<file path="src/rtl/sap_pkg.sv">
// Shared SAP definitions: bus/address widths, loader state encoding and word type.
// The readback states exist only when SAP_RAM_LOADER_VERIFY_EN is defined.
package sap_pkg;

  localparam int SAP_DATA_W = 8;
  localparam int SAP_ADDR_W = 4;

  typedef logic [SAP_DATA_W-1:0] sap_word_t;

`ifdef SAP_RAM_LOADER_VERIFY_EN
  typedef enum logic [2:0] {
    ST_IDLE      = 3'd0,
    ST_WAIT_BYTE = 3'd1,
    ST_SET_ADDR  = 3'd2,
    ST_WRITE     = 3'd3,
    ST_V_ADDR    = 3'd4,
    ST_V_READ    = 3'd5,
    ST_V_SAMPLE  = 3'd6,
    ST_CHECK     = 3'd7
  } loader_state_e;
`else
  typedef enum logic [2:0] {
    ST_IDLE      = 3'd0,
    ST_WAIT_BYTE = 3'd1,
    ST_SET_ADDR  = 3'd2,
    ST_WRITE     = 3'd3
  } loader_state_e;
`endif

endpackage

</file>
<file path="src/rtl/ram_loader_csum.sv">
// Modulo-2**DATA_W running sum with synchronous clear and add enable.
module ram_loader_csum
  import sap_pkg::*;
#(
  parameter int DATA_W = SAP_DATA_W
) (
  input  logic              clk,
  input  logic              clear_n,
  input  logic              clr,
  input  logic              add_en,
  input  logic [DATA_W-1:0] add_val,
  output logic [DATA_W-1:0] sum
);

  logic [DATA_W-1:0] sum_r;

  // accumulator register; clear takes precedence over add
  always_ff @(posedge clk or negedge clear_n) begin
    if (!clear_n) begin
      sum_r <= {DATA_W{1'b0}};
    end else if (clr) begin
      sum_r <= {DATA_W{1'b0}};
    end else if (add_en) begin
      sum_r <= sum_r + add_val;
    end else begin
      sum_r <= sum_r;
    end
  end

  assign sum = sum_r;

endmodule

</file>
<file path="src/rtl/ram_loader.sv">
// ram_loader: programs SAP RAM words 0..WORDS-1 from a valid/ready byte stream.
// Define SAP_RAM_LOADER_VERIFY_EN to add a readback checksum pass after the writes.
module ram_loader
  import sap_pkg::*;
#(
  parameter int DATA_W = SAP_DATA_W,
  parameter int ADDR_W = SAP_ADDR_W,
  parameter int WORDS  = 16
) (
  input  logic              clk,
  input  logic              clear_n,
  input  logic              start,
  input  logic              abort,
  input  logic [DATA_W-1:0] in_data,
  input  logic              in_valid,
  output logic              in_ready,
  input  logic [DATA_W-1:0] bus_in,
  output logic [DATA_W-1:0] bus_out,
  output logic              bus_drive,
  output logic              load_addr_reg,
  output logic              write_enable,
  output logic              output_enable,
  output logic              prog_mode,
  output logic              busy,
  output logic              done,
  output logic              error
);

  localparam logic [ADDR_W-1:0] LAST_ADDR = ADDR_W'(WORDS - 1);

  loader_state_e     state_r, state_s;
  logic [ADDR_W-1:0] addr_r, addr_s;
  logic [DATA_W-1:0] byte_r, byte_s;
  logic              done_r, done_s;
  logic              csum_clr_s, csum_add_s;
  logic [DATA_W-1:0] csum_s;

  ram_loader_csum #(.DATA_W(DATA_W)) u_csum (
    .clk     (clk),
    .clear_n (clear_n),
    .clr     (csum_clr_s),
    .add_en  (csum_add_s),
    .add_val (byte_r),
    .sum     (csum_s)
  );

`ifdef SAP_RAM_LOADER_VERIFY_EN
  logic              error_r, error_s;
  logic              csum2_clr_s, csum2_add_s;
  logic [DATA_W-1:0] csum2_s;

  ram_loader_csum #(.DATA_W(DATA_W)) u_csum2 (
    .clk     (clk),
    .clear_n (clear_n),
    .clr     (csum2_clr_s),
    .add_en  (csum2_add_s),
    .add_val (bus_in),
    .sum     (csum2_s)
  );
`else
  // without readback the write checksum and bus readback have no consumer
  logic unused_s;
  assign unused_s = ^{csum_s, bus_in};
`endif

  // next-state logic; abort overrides every state
  always_comb begin
    state_s    = state_r;
    addr_s     = addr_r;
    byte_s     = byte_r;
    done_s     = 1'b0;
    csum_clr_s = 1'b0;
    csum_add_s = 1'b0;
`ifdef SAP_RAM_LOADER_VERIFY_EN
    error_s     = error_r;
    csum2_clr_s = 1'b0;
    csum2_add_s = 1'b0;
`endif
    if (abort) begin
      state_s = ST_IDLE;
    end else begin
      case (state_r)
        ST_IDLE: begin
          if (start) begin
            state_s    = ST_WAIT_BYTE;
            addr_s     = {ADDR_W{1'b0}};
            csum_clr_s = 1'b1;
`ifdef SAP_RAM_LOADER_VERIFY_EN
            error_s    = 1'b0;
`endif
          end else begin
            state_s = ST_IDLE;
          end
        end
        ST_WAIT_BYTE: begin
          // in_ready is high throughout this state, so in_valid alone completes the handshake
          if (in_valid) begin
            byte_s  = in_data;
            state_s = ST_SET_ADDR;
          end else begin
            state_s = ST_WAIT_BYTE;
          end
        end
        ST_SET_ADDR: begin
          state_s = ST_WRITE;
        end
        ST_WRITE: begin
          csum_add_s = 1'b1;
          if (addr_r == LAST_ADDR) begin
`ifdef SAP_RAM_LOADER_VERIFY_EN
            state_s     = ST_V_ADDR;
            addr_s      = {ADDR_W{1'b0}};
            csum2_clr_s = 1'b1;
`else
            state_s = ST_IDLE;
            done_s  = 1'b1;
`endif
          end else begin
            addr_s  = addr_r + ADDR_W'(1'b1);
            state_s = ST_WAIT_BYTE;
          end
        end
`ifdef SAP_RAM_LOADER_VERIFY_EN
        ST_V_ADDR: begin
          state_s = ST_V_READ;
        end
        ST_V_READ: begin
          state_s = ST_V_SAMPLE;
        end
        ST_V_SAMPLE: begin
          csum2_add_s = 1'b1;
          if (addr_r == LAST_ADDR) begin
            state_s = ST_CHECK;
          end else begin
            addr_s  = addr_r + ADDR_W'(1'b1);
            state_s = ST_V_ADDR;
          end
        end
        ST_CHECK: begin
          error_s = (csum2_s != csum_s);
          done_s  = 1'b1;
          state_s = ST_IDLE;
        end
`endif
        default: begin
          state_s = ST_IDLE;
        end
      endcase
    end
  end

  // state, address, captured byte and done pulse registers
  always_ff @(posedge clk or negedge clear_n) begin
    if (!clear_n) begin
      state_r <= ST_IDLE;
      addr_r  <= {ADDR_W{1'b0}};
      byte_r  <= {DATA_W{1'b0}};
      done_r  <= 1'b0;
    end else begin
      state_r <= state_s;
      addr_r  <= addr_s;
      byte_r  <= byte_s;
      done_r  <= done_s;
    end
  end

`ifdef SAP_RAM_LOADER_VERIFY_EN
  // sticky verify result, cleared when a new session starts
  always_ff @(posedge clk or negedge clear_n) begin
    if (!clear_n) begin
      error_r <= 1'b0;
    end else begin
      error_r <= error_s;
    end
  end

  assign error = error_r;
`else
  assign error = 1'b0;
`endif

  // bus and strobe decode from the registered state only
  always_comb begin
    in_ready      = 1'b0;
    bus_out       = {DATA_W{1'b0}};
    bus_drive     = 1'b0;
    load_addr_reg = 1'b0;
    write_enable  = 1'b0;
    output_enable = 1'b0;
    case (state_r)
      ST_IDLE: begin
        in_ready = 1'b0;
      end
      ST_WAIT_BYTE: begin
        in_ready = 1'b1;
      end
      ST_SET_ADDR: begin
        bus_drive     = 1'b1;
        bus_out       = DATA_W'(addr_r);
        load_addr_reg = 1'b1;
      end
      ST_WRITE: begin
        bus_drive    = 1'b1;
        bus_out      = byte_r;
        write_enable = 1'b1;
      end
`ifdef SAP_RAM_LOADER_VERIFY_EN
      ST_V_ADDR: begin
        bus_drive     = 1'b1;
        bus_out       = DATA_W'(addr_r);
        load_addr_reg = 1'b1;
      end
      ST_V_READ: begin
        output_enable = 1'b1;
      end
      ST_V_SAMPLE: begin
        output_enable = 1'b1;
      end
      ST_CHECK: begin
        output_enable = 1'b0;
      end
`endif
      default: begin
        in_ready = 1'b0;
      end
    endcase
  end

  assign busy      = (state_r != ST_IDLE);
  assign prog_mode = (state_r != ST_IDLE);
  assign done      = done_r;

endmodule

</file>
<file path="config.mk">
export PLATFORM = sky130hd
export DESIGN_NAME = ram_loader
export DESIGN_NICKNAME = d
export VERILOG_FILES = /design/src/rtl/sap_pkg.sv /design/src/rtl/ram_loader_csum.sv /design/src/rtl/ram_loader.sv
export SDC_FILE = /design/constraint.sdc
export NUM_CORES = 1
export LEC_CHECK = 0
export CAP_MARGIN = 20
export CORE_MARGIN = 5
export CORE_UTILIZATION = 38
export CTS_BUF_LIST = sky130_fd_sc_hd__clkbuf_4
export DETAILED_ROUTE_END_ITERATION = 6
export PLACE_DENSITY = 0.75
export REMOVE_ABC_BUFFERS = 1
export SLEW_MARGIN = 30
export SYNTH_ARGS = -nofsm -noshare
export SYNTH_HDL_FRONTEND = slang
export SYNTH_HIERARCHICAL = 1
export SYNTH_SLANG_ARGS = --single-unit
</file>
<file path="constraint.sdc">
create_clock -name clk -period 1.3 [get_ports clk]
set_input_delay 0.26 -clock clk [delete_from_list [all_inputs] [get_ports clk]]
set_output_delay 0.26 -clock clk [all_outputs]
set_load 0.05 [all_outputs]
</file>
-- After elaboration in Yosys (flattened, before gate mapping)
Cells that the tools add are included.
Widths: inputs -> output; s select.
- bits in registers: 16
- input port bits: 21
- output and inout port bits: 17
- $add $sub $neg: 1
- equality and inequality tests: 6
- muxes and demuxes: 16
- bitwise logic cells: 1
- reduce and logical (&&, ||, !) cells: 6
- operators by type and width (cell ; count):
    $pmux 8 s2 ; 1
    $pmux 3 s4 ; 1
    $mux 1 ; 9
    $mux 4 ; 2
    $pmux 4 s2 ; 1
    $eq 3x2->1 const B ; 2
    $add 4x1->4 const B ; 1
    $eq 4x4->1 const B ; 1
    $ne 2x2->1 const B ; 2
    $reduce_and 4->1 ; 1
    $eq 3x1->1 const B ; 1
    $logic_not 3->1 ; 1
    $mux 3 ; 1
    $reduce_and 3->1 ; 1
    $reduce_bool 3->1 ; 1
    $mux 2 ; 1
    $reduce_bool 2->1 ; 1
    $reduce_or 2->1 ; 1
    $not 1->1 ; 1

-- Longest topological paths before layout
Gate-level depths: netlist of run 1.
- word-level depth: 4
- gate-level depth with buffers: 5
- gate-level depth less buffers: 5

-- Least setup slack after synthesis of run 1
OpenSTA, ideal clock, no wires.
- path type: flip-flop to output port
- from: register state_r[0]
- to: output port bus_out[1]
- arrival time: 1.596 ns
- setup slack: -0.556 ns
- stages on the path, launching flop included: 4
- buffers on the path: 1
- cells stage by stage: dfrtp_1 -> ha_1 -> buf_2 -> a22o_1
- longest elaborated chain between the ends: 2
- ends and longest elaborated chain (item ; RTL line ; text):
    start: declaration ; ram_loader.sv:31 ; loader_state_e state_r, state_s;
    start signal: assignment ; ram_loader.sv:160 ; state_r <= state_s;
    $eq 3x2->1 ; ram_loader.sv:190 ; case (state_r)
    $pmux 8 s2 * ; ram_loader.sv:190 ;
    end: declaration ; ram_loader.sv:18 ; output logic [DATA_W-1:0] bus_out,
Mark *: on every way between the ends. The rest lies on a longest branch, timed or not.

-- Worst setup path in the final report of run 1
- from: register state_r[1]
- to: output port bus_out[1]
Same word-level chain as after synthesis.

==> impl_summary.log, run 1 <==
[metrics] result of the run: finished with violations
[metrics] violated checks: negative setup slack
[metrics] half-perimeter wire length of the detailed placement result: 1700 um
[metrics] RSZ-0062 raised after global routing: yes
[metrics] First-pass DRT Iterations: 4
[metrics] number of remaining DRC errors: 0
[metrics] synthesis warning total: 6
[metrics] share of flip-flops with an asynchronous set or reset after synthesis: 1.00
[metrics] post-synthesis to final-layout area growth: 98.4%
[metrics] #FFs+latches synth: 15
[metrics] maximum buffer depth of the clock tree: 2
[metrics] sequential share of the synthesized area: 0.449
[metrics] Routed Antenna Nets: 0
[metrics] type of the worst min-delay path: in2async
[metrics] clock tree from TritonCTS: built
[metrics] grt ovf: 0
[metrics] insertion delay to the later sink of the worst-skew pair: 0.28 ns
[metrics] cell taking the most area after synthesis: sky130_fd_sc_hd__dfrtp_1
[metrics] # Max-Cap Violations: 0
[metrics] Core ar.: around 0.0021 mm2
[metrics] met1 Resource Use GR: 0.199
[metrics] number of global-route vias before repair: a little under 900
[metrics] number of distinct standard cells referenced by the synthesized netlist: 30
[metrics] number of nets in the layout: ~150
[metrics] ranking of synthesized cells by area: sky130_fd_sc_hd__dfrtp_1 (45%), sky130_fd_sc_hd__mux2_2 (11%), sky130_fd_sc_hd__ha_1 (7.5%), sky130_fd_sc_hd__a22o_1 (5.2%), sky130_fd_sc_hd__and2_1 (3.0%)
[metrics] Max H-tree Level: 1
[metrics] CP startpoint kind: flip-flop
[metrics] maximum clock frequency: 579 MHz
[metrics] input/output buffers: 27
[metrics] first-iteration detailed-routing DRC count: 28
[metrics] met2 demand-to-capacity share in global routing: 0.268
[metrics] clock root buffer master: sky130_fd_sc_hd__clkbuf_4
[metrics] number of hold violations in the final report: 0
[metrics] cell breakdown of the critical path: ha_4, buf_6, a22o_4, buf_12
[metrics] worst-path fanout max: 8
[metrics] CTS sink cnt: 15
[metrics] Worst Clk Skew: 0.00232 ns
[metrics] area share of the leading cell type in the synthesized netlist: 0.449
[metrics] Top Ports: 38
[metrics] vias per inst: 5.19
[metrics] number of buffers inserted by hold repair at cts: 0
[metrics] worst reg2reg path depth: 6
[metrics] FP Rows: 17
[metrics] wire length of the first global-routing pass: approximately 4200 um
[metrics] TritonCTS buffer count: 3
[metrics] clock-pin slew of the registers on the worst-case setup and hold paths: 0.09 ns
[metrics] WP data arrival: 1.47 ns
[metrics] setup slack on the worst flop-to-flop path: -0.32 ns
[metrics] CP max stage cell: sky130_fd_sc_hd__dfrtp_2
[metrics] RR Startpoint: state_r[0]
[metrics] Horiz. Die Dim: 56.9 um
[metrics] Post-Synthesis Cell Area: 836 um2
[metrics] peak supply drop: between 700 and 800 uV
[metrics] Non-Filler Cell Area, Final: 0.00166 mm2
[metrics] number of enable flip-flop cells after synthesis: 0
[metrics] die outline height: 56.9 um
[metrics] wire length per cell after detailed routing: 17.7 um
[metrics] fraction of final layout cells with drive strength greater than 1: 0.591
[metrics] placement-stage cell area: 0.00138 mm2
[metrics] final critical-path required period: between 1.5 and 2 ns
[metrics] pin count of the biggest net entering global routing: 16
[metrics] Global Route met3 Usage: 0.0506
[metrics] Post-Route WL: 2740 um
[metrics] Total Negative Setup Slacks: -8.37 ns
[metrics] highest-utilization routing layer at the global route stage: met2
[metrics] power density over cell area: 1200 mW/mm2
[metrics] leak pwr: 0.769 nW
[metrics] via count: around 800
[metrics] Worst Path Class, Setup: reg2out
[metrics] number of cells produced by synthesis: 76
[metrics] endpoint of the lowest-slack register-to-register path: byte_r[7]
[metrics] highest cell delay on the worst timing path: around 0.46 ns
[metrics] total design power: 1.99 mW
[metrics] worst-case setup margin in the final layout: -0.427 ns
[metrics] worst setup slack before clock tree synthesis: -0.253 ns
[metrics] ranking of synthesized cells by instance count: sky130_fd_sc_hd__dfrtp_1 (15), sky130_fd_sc_hd__mux2_2 (8), sky130_fd_sc_hd__a22o_1 (5), sky130_fd_sc_hd__ha_1 (5), sky130_fd_sc_hd__inv_1 (5)
[metrics] type of element capturing the critical path: output port
[metrics] routability-driven placement congestion ratio: 0.875
[metrics] average cell area after synthesis: about 11 um2
[metrics] leading register cell type out of synthesis: sky130_fd_sc_hd__dfrtp_1
[metrics] count of final max-slew check failures: 0
[metrics] Total Die Area: ~0.0032 mm2
[metrics] starting utilization of the core area: 0.389
[metrics] diode count: 0
[metrics] number of antenna violations at the first check in global routing: 0
[metrics] WP data required: 1.04 ns
[metrics] minimum hold slack: approximately 0.30 ns
[metrics] final setup violation count: 28
[metrics] cell with the most instances after synthesis: sky130_fd_sc_hd__dfrtp_1
[metrics] Total GRT Usage: 0.167
[metrics] final worst path period share: 1.33
## power by group
| part | switching (mW) | internal, mW | leakage [nW] |
|---|---|---|---|
| Clock | 0.147 | 0.140 | 0.0184 |
| Sequential | 0.0910 | 0.604 | 0.189 |
| Combinational | 0.440 | 0.573 | 0.561 |
## layer usage
layer / wire length [um] / vias to the layer above / share of wire
met5: 0 / - / 0
met4: 55 / 0 / 0.020
met1: 1040 / 391 / 0.38
li1: - / 374 / -
met3: 183 / 6 / 0.067
met2: 1460 / 34 / 0.53
## kinds of logic after synthesis
| family | synth area share |
|---|---|
| and+or+nand+nor | 0.163 |
| AOI/OAI and AO/OA | 0.145 |
| DFF | 0.449 |
| buffers and inverters | 0.0554 |
| muxes | 0.108 |
| adders and majority gates | 0.0749 |
| other | 0.00449 |
## worst max-delay path: cells and delay by family (launching register included)
kind,cells,cell delay (ns)
flip-flops,1,0.46
AO/OA/AOI/OAI,1,0.26
buffers and inverters,2,0.28
adder cells (fa/ha/maj),1,0.19
## worst max path at each step
stage | slack (ns) | endpoint | startpoint
after global routing | -0.47 | bus_out[1] | state_r[1]
after CTS | -0.43 | bus_out[1] | state_r[1]
after global placement | -0.23 | byte_r[3] | abort
after floorplan | -0.53 | bus_out[0] | state_r[0]
final | -0.43 | bus_out[1] | state_r[1]
after detailed placement | -0.25 | byte_r[6] | abort
## placed cells by master (no fill, tap or decap), types with 3 or more instances in the layout
cell	netlist	routed
sky130_fd_sc_hd__buf_4	3	17
sky130_fd_sc_hd__buf_12	0	15
sky130_fd_sc_hd__dfrtp_1	15	13
sky130_fd_sc_hd__clkdlybuf4s50_1	0	12
sky130_fd_sc_hd__mux2_4	0	8
sky130_fd_sc_hd__buf_6	0	6
sky130_fd_sc_hd__a22o_1	5	4
sky130_fd_sc_hd__ha_4	0	4
sky130_fd_sc_hd__clkbuf_4	0	4
sky130_fd_sc_hd__inv_4	0	3
## sequential cells by signal (all words and copies together), names as in the netlist
signal   cells
done         1
byte_r       8
state_r      2
addr_r       4
## metrics by stage
| stage | std cells | utilization |
|---|---|---|
| detailed placement | 144 | 0.640 |
| global route | 155 | 0.772 |
| finish | 155 | 0.772 |
| global placement | 144 | 0.640 |
| floorplan | 73 | - |
| CTS | 151 | 0.725 |
## cell type report
class / instances / area [um2]
timing repair buffer: 50 / 616
multi-input combinational: 53 / 573
fill: 117 / 490
sequential: 15 / 378
tap: 28 / 35.0
clock buffer: 4 / 30.0
inverter: 5 / 26.3
## repair_timing
item | 4_1_cts | 5_1_grt
resized for setup | 33 | 13
setup buffers | 3 | 5
setup endpoints to repair | 27 | 29
pin swaps | 6 | 3
Power figures use the tool's default switching activity.
==> run 2, diff against run 1 <==
- MAX_ROUTING_LAYER: default -> met4
==> run 2 against run 1 <==
Compared with the run above: the flow still finishes with violations (negative setup slack); clock power is 4% lower; via count is 3.5% lower; sequential cell count stayed put; die area stayed put; clock-buffer cell count is 1 lower; worst hold slack worse by 0.026 ns; first-iteration DRC count is 54% lower; final cell count is 2.6% lower; maximum frequency is 0.26% lower; sequential power is 1% higher; critical path depth stayed put; power is 2.2% lower.
==> impl_summary.log, run 2 (same netlist as run 1, synthesis figures left out) <==
[metrics] result of the run: finished with violations (unchanged)
[metrics] violated checks: negative setup slack (unchanged)
[metrics] die outline height: 56.9 um (unchanged)
[metrics] CP max stage cell: sky130_fd_sc_hd__dfrtp_2 (unchanged)
[metrics] # Max-Cap Violations: 0 (unchanged)
[metrics] FP Rows: 17 (unchanged)
[metrics] worst reg2reg path depth: 6 (unchanged)
[metrics] count of final max-slew check failures: 0 (unchanged)
[metrics] CTS sink cnt: 15 (unchanged)
[metrics] worst-path fanout max: 6 (was 8)
[metrics] cell breakdown of the critical path: inv_2, ha_4, or2_2, buf_6 (was ha_4, buf_6, a22o_4, buf_12)
[metrics] First-pass DRT Iterations: 6 (was 4)
[metrics] share of total power consumed by net switching: 0.348 (was 0.340)
[metrics] highest-count cells in the layout ignoring fill and taps: sky130_fd_sc_hd__buf_12 (14), sky130_fd_sc_hd__dfrtp_1 (13), sky130_fd_sc_hd__clkdlybuf4s50_1 (12), sky130_fd_sc_hd__buf_4 (11), sky130_fd_sc_hd__buf_6 (9) (was sky130_fd_sc_hd__buf_4 (17), sky130_fd_sc_hd__buf_12 (15), sky130_fd_sc_hd__dfrtp_1 (13), sky130_fd_sc_hd__clkdlybuf4s50_1 (12), sky130_fd_sc_hd__mux2_4 (8))
[metrics] input/output buffers: 27 (unchanged)
[metrics] count of filler cells inserted in the layout: 118 (was 117)
[metrics] worst-case setup margin in the final layout: -0.432 ns (was -0.427 ns)
[metrics] leak pwr: 0.760 nW (was 0.769 nW)
[metrics] final critical-path required period: 1.73 ns (about the same)
[metrics] WP data arrival: 1.47 ns (about the same)
[metrics] worst setup slack before clock tree synthesis: -0.268 ns (was -0.253 ns)
[metrics] Total Die Area: 0.00324 mm2 (unchanged)
[metrics] part of the power in combinational logic: 0.499 (was 0.507)
[metrics] CP startpoint kind: flip-flop (unchanged)
[metrics] number of remaining DRC errors: 0 (unchanged)
[metrics] Horiz. Die Dim: 56.9 um (unchanged)
[metrics] post-synthesis to final-layout area growth: 95.7% (was 98.4%)
[metrics] number of flip-flops in the largest register: 8 (unchanged)
[metrics] type of element capturing the critical path: output port (unchanged)
[metrics] starting utilization of the core area: 0.389 (unchanged)
[metrics] wire length of the first global-routing pass: 3670 um (was 4160 um)
[metrics] power density over cell area: 1190 mW/mm2 (was 1200 mW/mm2)
[metrics] Worst Path Class, Setup: reg2out (unchanged)
[metrics] Post-Route WL: 2490 um (was 2740 um)
[metrics] TritonCTS buffer count: 3 (unchanged)
[metrics] number of hold violations in the final report: 0 (unchanged)
[metrics] Routed Antenna Nets: 0 (unchanged)
[metrics] Non-Filler Cell Area, Final: 0.00164 mm2 (was 0.00166 mm2)
[metrics] instance count on the critical path: 4 (unchanged)
[metrics] WP data required: 1.04 ns (about the same)
[metrics] highest cell delay on the worst timing path: 0.43 ns (was 0.46 ns)
[metrics] Core ar.: 0.00215 mm2 (unchanged)
[metrics] number of global-route vias before repair: 851 (was 869)
[metrics] Total GRT Usage: 0.146 (was 0.167)
[metrics] P_int: 1.27 mW (was 1.32 mW)
[metrics] half-perimeter wire length of the detailed placement result: 1720 um (was 1700 um)
[metrics] number of antenna violations at the first check in global routing: 0 (unchanged)
[metrics] Top Ports: 38 (unchanged)
[metrics] number of nets in the layout: 150 (was 154)
[metrics] peak supply drop: 961 uV (was 736 uV)
[metrics] portion of total power attributed to the clock network: 0.141 (was 0.144)
[metrics] maximum buffer depth of the clock tree: 2 (unchanged)
[metrics] number of buffers inserted by hold repair at cts: 0 (unchanged)
[metrics] via count: 777 (was 805)
[metrics] Max H-tree Level: 1 (unchanged)
[metrics] critical path buffer and inverter count: 2 (unchanged)
[metrics] diode count: 0 (unchanged)
[metrics] pin count of the biggest net entering global routing: 16 (unchanged)
[metrics] final worst path period share: 1.33 (about the same)
[metrics] wire length per cell after detailed routing: 16.5 um (was 17.7 um)
[metrics] register ranked first by flip-flop count: byte_r (unchanged)
[metrics] grt ovf: 0 (unchanged)
[metrics] clock-pin slew of the registers on the worst-case setup and hold paths: 0.10 ns (was 0.09 ns)
[metrics] placement-stage cell area: 0.00137 mm2 (was 0.00138 mm2)
[metrics] most frequent standard cell in the layout excluding fill and tap cells: sky130_fd_sc_hd__buf_12 (was sky130_fd_sc_hd__buf_4)
[metrics] insertion delay to the later sink of the worst-skew pair: 0.29 ns (was 0.28 ns)
[metrics] routability-driven placement congestion ratio: 0.934 (was 0.875)
[metrics] RSZ-0062 raised after global routing: yes (unchanged)
[metrics] maximum clock frequency: 578 MHz (was 579 MHz)
[metrics] type of the worst min-delay path: in2async (unchanged)
[metrics] clock root buffer master: sky130_fd_sc_hd__clkbuf_4 (unchanged)
[metrics] Regs by FF count: byte_r x8, addr_r x4, state_r x2 (unchanged)
[metrics] first-iteration detailed-routing DRC count: 13 (was 28)
[metrics] Worst Clk Skew: 0.00697 ns (was 0.00232 ns)
[metrics] final setup violation count: 28 (unchanged)
[metrics] vias per inst: 5.15 (was 5.19)
[metrics] setup slack on the worst flop-to-flop path: -0.22 ns (was -0.32 ns)
[metrics] net switching power: 0.678 mW (about the same)
[metrics] clock tree from TritonCTS: built (unchanged)
[metrics] part of the total power dissipated in sequential elements: 0.360 (was 0.348)
[metrics] fraction of final layout cells with drive strength greater than 1: 0.593 (was 0.591)
[metrics] cell family with most CP delay: flip-flops (unchanged)
run 2: cell count changes in the layout (fill, tap and decap cells not counted), sizes merged:
cell and change:
buf -4, clkinv +1, clkbuf -1
run 2: final cells by class:
class / count / area [um2] / share of cell area
flip-flops and latches: 15 / 378 / 0.231
multi-input cells: 53 / 589 / 0.360
clock inverters: 1 / 5.00 / 0.00306
repair buffers: 46 / 584 / 0.357
clock buffers: 3 / 22.5 / 0.0138
well taps: 28 / 35.0 / 0.0214
inverters: 5 / 21.3 / 0.0130
run 2: worst paths after layout:
kind	endpoint	start
setup / recovery	bus_drive	state_r[0]
hold / removal	state_r[0]	clear_n
setup reg to reg	addr_r[1]	state_r[1]
hold reg to reg	byte_r[5]	byte_r[5]
max in group asynchronous	state_r[1]	clear_n
min in group clk	byte_r[5]	byte_r[5]
run 2: stage by stage:
stage / hold slack (ns) / total power, mW / TNS [ns] / util / instances
2_1_floorplan: -0.0356 / 1.04 / -8.60 / - / 73
3_3_place_gp: 0.482 / 1.35 / -3.78 / 0.637 / 143
3_5_place_dp: 0.489 / 1.38 / -4.35 / 0.637 / 143
4_1_cts: 0.290 / 1.87 / -6.55 / 0.720 / 150
5_1_grt: 0.310 / 2.04 / -8.33 / 0.761 / 151
6_report: 0.275 / 1.95 / -7.19 / 0.761 / 151
run 2: metal layers:
metal  wire (um)  vias up  track usage
li1            -      366            -
met1         912      373        0.148
met5           0        -            -
met2        1340       29        0.264
met4          67        0       0.0397
met3         161        9       0.0483
run 2: repair_timing:
| item | CTS | global route |
|---|---|---|
| pin swaps | 7 | 11 |
| setup buffers | 3 | 2 |
| setup endpoints to repair | 27 | 28 |
| gates resized for setup | 31 | 17 |
run 2: power by group through the flow:
stage / combinational (mW) / sequential, mW / clock, mW
floorplan: 0.385 / 0.657 / 0
global placement: 0.678 / 0.672 / 0
detailed placement: 0.698 / 0.684 / 0
CTS: 0.914 / 0.686 / 0.274
global route: 1.02 / 0.721 / 0.297
finish: 0.973 / 0.703 / 0.275
